$ cat src/rtl/dmem_port_arbiter.sv
// Arbitrates the single-port data memory between the CPU load/store path and a NIC DMA
// requester: CPU has fixed priority, with a forced one-cycle DMA grant after sustained denial.
module dmem_port_arbiter #(
    parameter int DATA_WIDTH   = 64,
    parameter int ADDR_WIDTH   = 16,
    parameter int STARVE_LIMIT = 4,
    parameter int CNT_WIDTH    = 3
) (
    input  logic                  clk,
    input  logic                  rst,
    input  logic                  cpu_req,
    input  logic                  cpu_we,
    input  logic [ADDR_WIDTH-1:0] cpu_addr,
    input  logic [DATA_WIDTH-1:0] cpu_wdata,
    output logic                  cpu_stall,
    output logic [DATA_WIDTH-1:0] cpu_rdata,
    output logic                  cpu_rvalid,
    input  logic                  dma_req,
    input  logic                  dma_we,
    input  logic [ADDR_WIDTH-1:0] dma_addr,
    input  logic [DATA_WIDTH-1:0] dma_wdata,
    output logic                  dma_gnt,
    output logic [DATA_WIDTH-1:0] dma_rdata,
    output logic                  dma_rvalid,
    output logic                  mem_en,
    output logic                  mem_we,
    output logic [ADDR_WIDTH-1:0] mem_addr,
    output logic [DATA_WIDTH-1:0] mem_wdata,
    input  logic [DATA_WIDTH-1:0] mem_rdata
);

    typedef enum logic {
        ST_NORMAL = 1'b0,
        ST_FORCE  = 1'b1
    } state_t;

    localparam logic [CNT_WIDTH-1:0] LIMIT = CNT_WIDTH'(STARVE_LIMIT);

    state_t               state_q, state_d;
    logic [CNT_WIDTH-1:0] starve_cnt_q, starve_cnt_d;
    logic                 rd_cpu_q, rd_cpu_d;
    logic                 rd_dma_q, rd_dma_d;
    logic                 cpu_gnt;
    logic                 dma_gnt_raw;

    // A forced window only overrides the CPU if the DMA is actually asking.
    always_comb begin
        cpu_gnt     = 1'b0;
        dma_gnt_raw = 1'b0;
        if (state_q == ST_FORCE && dma_req) begin
            dma_gnt_raw = 1'b1;
        end else if (cpu_req) begin
            cpu_gnt = 1'b1;
        end else if (dma_req) begin
            dma_gnt_raw = 1'b1;
        end
    end

    always_comb begin
        state_d      = state_q;
        starve_cnt_d = starve_cnt_q;
        rd_cpu_d     = cpu_gnt & ~cpu_we;
        rd_dma_d     = dma_gnt_raw & ~dma_we;
        case (state_q)
            ST_FORCE: begin
                state_d      = ST_NORMAL;
                starve_cnt_d = '0;
            end
            default: begin
                if (dma_gnt_raw || !dma_req) begin
                    starve_cnt_d = '0;
                end else if (starve_cnt_q != LIMIT) begin
                    starve_cnt_d = starve_cnt_q + 1'b1;
                end
                if (starve_cnt_q != LIMIT && starve_cnt_d == LIMIT) begin
                    state_d = ST_FORCE;
                end
            end
        endcase
    end

    always_ff @(posedge clk or negedge rst) begin
        if (!rst) begin
            state_q      <= ST_NORMAL;
            starve_cnt_q <= '0;
            rd_cpu_q     <= 1'b0;
            rd_dma_q     <= 1'b0;
        end else begin
            state_q      <= state_d;
            starve_cnt_q <= starve_cnt_d;
            rd_cpu_q     <= rd_cpu_d;
            rd_dma_q     <= rd_dma_d;
        end
    end

    // Control outputs are gated by reset so nothing reaches the memory or requesters while it is held.
    always_comb begin
        cpu_stall  = rst & cpu_req & ~cpu_gnt;
        dma_gnt    = rst & dma_gnt_raw;
        mem_en     = rst & (cpu_gnt | dma_gnt_raw);
        mem_we     = rst & ((cpu_gnt & cpu_we) | (dma_gnt_raw & dma_we));
        mem_addr   = dma_gnt_raw ? dma_addr : cpu_addr;
        mem_wdata  = dma_gnt_raw ? dma_wdata : cpu_wdata;
        cpu_rvalid = rst & rd_cpu_q;
        dma_rvalid = rst & rd_dma_q;
        cpu_rdata  = mem_rdata;
        dma_rdata  = mem_rdata;
    end

endmodule

$ cat config.mk
export PLATFORM = sky130hd
export DESIGN_NAME = dmem_port_arbiter
export DESIGN_NICKNAME = d
export VERILOG_FILES = /design/src/rtl/dmem_port_arbiter.sv
export SDC_FILE = /design/constraint.sdc
export NUM_CORES = 1
export LEC_CHECK = 0
export CAP_MARGIN = 20
export CORE_AREA = 2 2 174 176
export CTS_CLUSTER_DIAMETER = 60
export DETAILED_ROUTE_END_ITERATION = 7
export DIE_AREA = 0 0 176 178
export DONT_BUFFER_PORTS = 1
export PLACE_DENSITY = 0.3
export SYNTH_ARGS = -nofsm -noshare
export SYNTH_HDL_FRONTEND = slang
export SYNTH_SLANG_ARGS = --single-unit
export TNS_END_PERCENT = 30
$ cat constraint.sdc
create_clock -name clk -period 1.84 [get_ports clk]
set_input_delay 0.184 -clock clk [delete_from_list [all_inputs] [get_ports clk]]
set_output_delay 0.184 -clock clk [all_outputs]
set_load 0.02 [all_outputs]
# [Word-level counts from Yosys, hierarchy flattened]
# Cells that the tools add are included.
[totals] reg_bits=6 latchBits=0 ram_bits=0 romBits=0 inputBits=230 out_inout_bits=214 wordCells=40 mem_count=0
[classes] n_addsub=1 n_mul=0 div=0 n_lt_le_gt_ge=0 eq_ne=2 shifts=0 muxes=13 n_bitwise=16 n_reduce_logical=4
[ops] cell="two-way mux 64 bit" n=1
[ops] cell="two-way mux 16 bit" n=1
[ops] cell="two-way mux 3 bit" n=4
[ops] cell="AND 1 bit" n=11
[ops] cell="two-way mux 1 bit" n=7
[ops] cell="adder 3 x 1 -> 3 bit, second input constant" n=1
[ops] cell="== test 3 bit, second input constant" n=1
[ops] cell="inequality test 3 bit, second input constant" n=1
[ops] cell="NOT 1 bit" n=3
[ops] cell="logical AND 1 bit" n=2
[ops] cell="bitwise OR 1 bit" n=2
[ops] cell="zero test 1 bit" n=1
[ops] cell="logical OR 1 bit" n=1

# [Longest topological paths before layout]
[depth] ltp_word=10 ltp_mapped=5 mapped_depth_nobuf=5

# [Worst setup path after synthesis]
# Ideal clock, no wire load.
[synth_path] path_type="register to output" start="register state_q" end="output mem_wdata[10]" arrival_ns=1.217 setup_slack_ns=0.439 stages_incl_launch_ff=5 path_buffers=2 path_cell_list="dfrtp_1 > o21ai_4 > buf_8 > buf_12 > mux2_4"
[synth_between] elab_chain_len=3
[synth_rtl] item="start, declared" line_no="39" source="state_t state_q, state_d;"
[synth_rtl] item="start signal, assigned" line_no="89" source="state_q <= state_d;"
[synth_rtl] item="logical AND 1 bit" line_no="50" source="if (state_q == ST_FORCE && dma_req) begin"
[synth_rtl] item="two-way mux 1 bit" line_no="50"
[synth_rtl] item="two-way mux 64 bit" line_no="103" source="mem_wdata = dma_gnt_raw ? dma_wdata : cpu_wdata;"
[synth_rtl] item="end, declared" line_no="28" source="output logic [DATA_WIDTH-1:0] mem_wdata,"
# Every way passes these cells.

# [Worst setup path after layout]
[layout_path] start="register state_q" end="output mem_wdata[63]"
# Same word-level chain as after synthesis.

==> qor.csv <==
metric,value,unit
run status,completed,
Crit Path Max Fanout,26,
Final setup violation count,0,
WL/cell,14.5,µm
CP Capture Point,mem_wdata[63],
First DRT Iteration DRCs,34,
CP Cell Sequence,o21ai_4 > buf_4 > clkbuf_16 > mux2_2,
Post-Syn Area,2550,µm²
CORE AREA,29400,µm²
die area,31300,µm²
CP Launch Type,register,
Worst-Margin Slew,0.512,ns
via count,1271,
Max-slew headroom,0.664,
vias in the first global route,1448,
first-pass GRT wire length,8800,µm
internal power,641,µW
fmax,0.560,GHz
Max Cap Viol,0,
clock latency on the worst-skew pair,0.23,ns
initial antenna violation count,0,
Initial Util,0.0868,
CTS sink count,6,
Required @ worst endpoint,1.66,ns
Max stage delay on crit path,0.42,ns
# port buffers,0,
"Seq/Total Area, Yosys",0.0588,
RSZ-0062 raised after global routing,yes,
Switch Pwr,388,µW
sequential share of power,0.136,
total routed wirelength,7540,µm
reg2reg end,state_q,
Hold Path Class,in -> reg,
# diodes,0,
Clk pwr share,0.342,
share of the cycle needed by the critical path after routing,0.971,
pin count of the biggest net entering global routing,53,
placed instance area,1980,µm²
RR Startpoint,starve_cnt_q[0],
routed vias/inst,2.44,
Final min period,1.79,ns
placer congestion estimate,0.614,
r2r worst-path depth,5,
die height,178,µm
NumNets Final,364,
Final ANT Viol Nets,0,
CP Class,reg -> out,
Hold Path Stages,1,
Synth Instances,256,
final hold slack,0.0209,ns
Leak,0.852,nW
clock-pin slew on the worst setup and hold paths,0.03,ns
fin. max-slew vios,0,
placed cell count,512,
First-pass DRT Iterations,3,
P&R area growth vs syn,-17.2,%
Final Hold Fails,0,
Remaining DRCs,0,
Yosys cell types,23,
crit path launch,state_q,
Post-Layout Cell Count,520,
Num CTS Buffers,3,
pwr dens,486,nW/µm²
design area,2110,µm²
Comb power frac,0.522,
# rows,63,
syn_nets,488,
Die Wd,176,µm
"Remaining Overflow, GRT",0,
Net Sw Frac,0.377,
synthesized flop and latch total,6,
Clock Skew,0.00110,ns
root buffer cell,clkbuf_16,
layout cells sized above 1,0.708,
CTS tree,built,
CTS max path bufs,2,
CP Data Arrival Time,1.60,ns
GRT Resource Usage Total,0.0392,
syn_area_per_cell,9.97,µm²
IO Pins,444,
Critical Path Sink Type,output port,
r2r setup slk,0.61,ns
slowest CP cell,mux2_2,
Syn. warnings,0,
VDD IR max,0.139,mV
H-tree depth reported by CTS,1,
dpl hpwl,6530,µm
[critical path: cells and delay by family (launching register included)]
kind                   cells  cell delay [ns]
muxes                      1             0.42
AOI/OAI and AO/OA          1             0.17
buffers and inverters      2             0.35
DFF                        1             0.41
[flip-flops by register name, summed over array words and instances, names as in the netlist]
name	count
rd_dma_q	1
state_q	1
starve_cnt_q	3
rd_cpu_q	1
[how the worst min path moves through the flow]
| stage | start | to | slack (ns) |
|---|---|---|---|
| final | dma_we | rd_dma_q | 0.02 |
| after global placement | rst | rd_cpu_q | -0.11 |
| after CTS | dma_we | rd_dma_q | 0.02 |
| after floorplan | rst | rd_cpu_q | -0.11 |
| after detailed placement | rst | rd_dma_q | -0.11 |
| after global routing | dma_we | rd_dma_q | 0.02 |
[area by class of cell]
type                            instances  area [µm²]
Sequential cell                         6         150
Fill cell                            3399       27300
Multi-Input combinational cell        108        1280
Timing Repair Buffer                    8         105
Inverter                                5        18.8
Clock buffer                            3        75.1
Tap cell                              390         488
[repair_timing]
action | CTS | global route
resized for setup | 0 | 4
hold endpoints to repair | 6 | 0
buffers inserted | 0 | 3
hold buffers | 1 | 0
setup endpoints to repair | 4 | 34
cloned | 0 | 1
pin swaps | 0 | 1
[cells in the final DEF (no fill, tap or decap)]
master,instances
inv_1,4
nor2b_1,1
inv_2,1
nand2_1,6
mux2_2,24
o21ai_0,1
and2_1,2
dlygate4sd3_1,1
o21ai_4,1
nor2_1,7
clkbuf_16,4
nor4_1,1
and3_1,1
a21oi_1,1
ha_1,2
buf_4,4
nand3b_1,1
dfrtp_1,6
xnor2_1,1
nor3b_1,1
buf_12,2
mux2_4,56
o22ai_1,1
nor3_1,1
[stage by stage]
step | power, mW | setup TNS, ns | setup slack (ns) | utilization
global placement | 0.667 | 0 | 0.236 | 0.0674
finish | 1.03 | 0 | 0.0534 | 0.0719
global route | 1.07 | -0.0795 | -0.0140 | 0.0719
CTS | 1.03 | -0.0884 | -0.0235 | 0.0703
detailed placement | 0.666 | 0 | 0.220 | 0.0674
floorplan | 1.05 | 0 | 0.439 | -
[routing by layer]
metal | up-vias | track usage | part of all wire
met5 | - | 0 | 0
met4 | 0 | 0.0158 | 0.024
met3 | 13 | 0.0249 | 0.16
met2 | 251 | 0.0778 | 0.52
met1 | 539 | 0.0294 | 0.29
li1 | 468 | - | -
[cells in the mapped netlist]
| cell | n | area share |
|---|---|---|
| a21oi_1 | 1 | 0.0020 |
| and2_1 | 2 | 0.0049 |
| and3_1 | 1 | 0.0025 |
| buf_12 | 5 | 0.039 |
| buf_4 | 130 | 0.38 |
| buf_8 | 2 | 0.012 |
| dfrtp_1 | 6 | 0.059 |
| ha_1 | 2 | 0.0098 |
| inv_1 | 4 | 0.0059 |
| inv_2 | 1 | 0.0015 |
| mux2_2 | 24 | 0.11 |
| mux2_4 | 56 | 0.33 |
| nand2_1 | 6 | 0.0088 |
| nand3b_1 | 1 | 0.0029 |
| nor2_1 | 7 | 0.010 |
| nor2b_1 | 1 | 0.0025 |
| nor3_1 | 1 | 0.0020 |
| nor3b_1 | 1 | 0.0029 |
| nor4_1 | 1 | 0.0025 |
| o21ai_0 | 1 | 0.0020 |
| o21ai_4 | 1 | 0.0064 |
| o22ai_1 | 1 | 0.0025 |
| xnor2_1 | 1 | 0.0034 |
[cells by family (layout without fill, tap and decap cells)]
logic type	after synthesis	after routing	synth area share
AOI/OAI and AO/OA	4	4	0.0127
xor gates and xnor gates	1	1	0.00343
DFF	6	6	0.0588
adders and majority gates	2	2	0.00980
and+or+nand+nor	21	21	0.0392
muxes	80	80	0.435
buffers and inverters	142	16	0.441
[power by group through the flow]
| stage | sequential [mW] | combinational [mW] | clock, mW |
|---|---|---|---|
| finish | 0.139 | 0.537 | 0.352 |
| global route | 0.140 | 0.560 | 0.370 |
| CTS | 0.139 | 0.531 | 0.361 |
| detailed placement | 0.141 | 0.525 | 0 |
| global placement | 0.140 | 0.527 | 0 |
| floorplan | 0.140 | 0.909 | 0 |
Note: power is estimated with default switching activity, not from simulation.
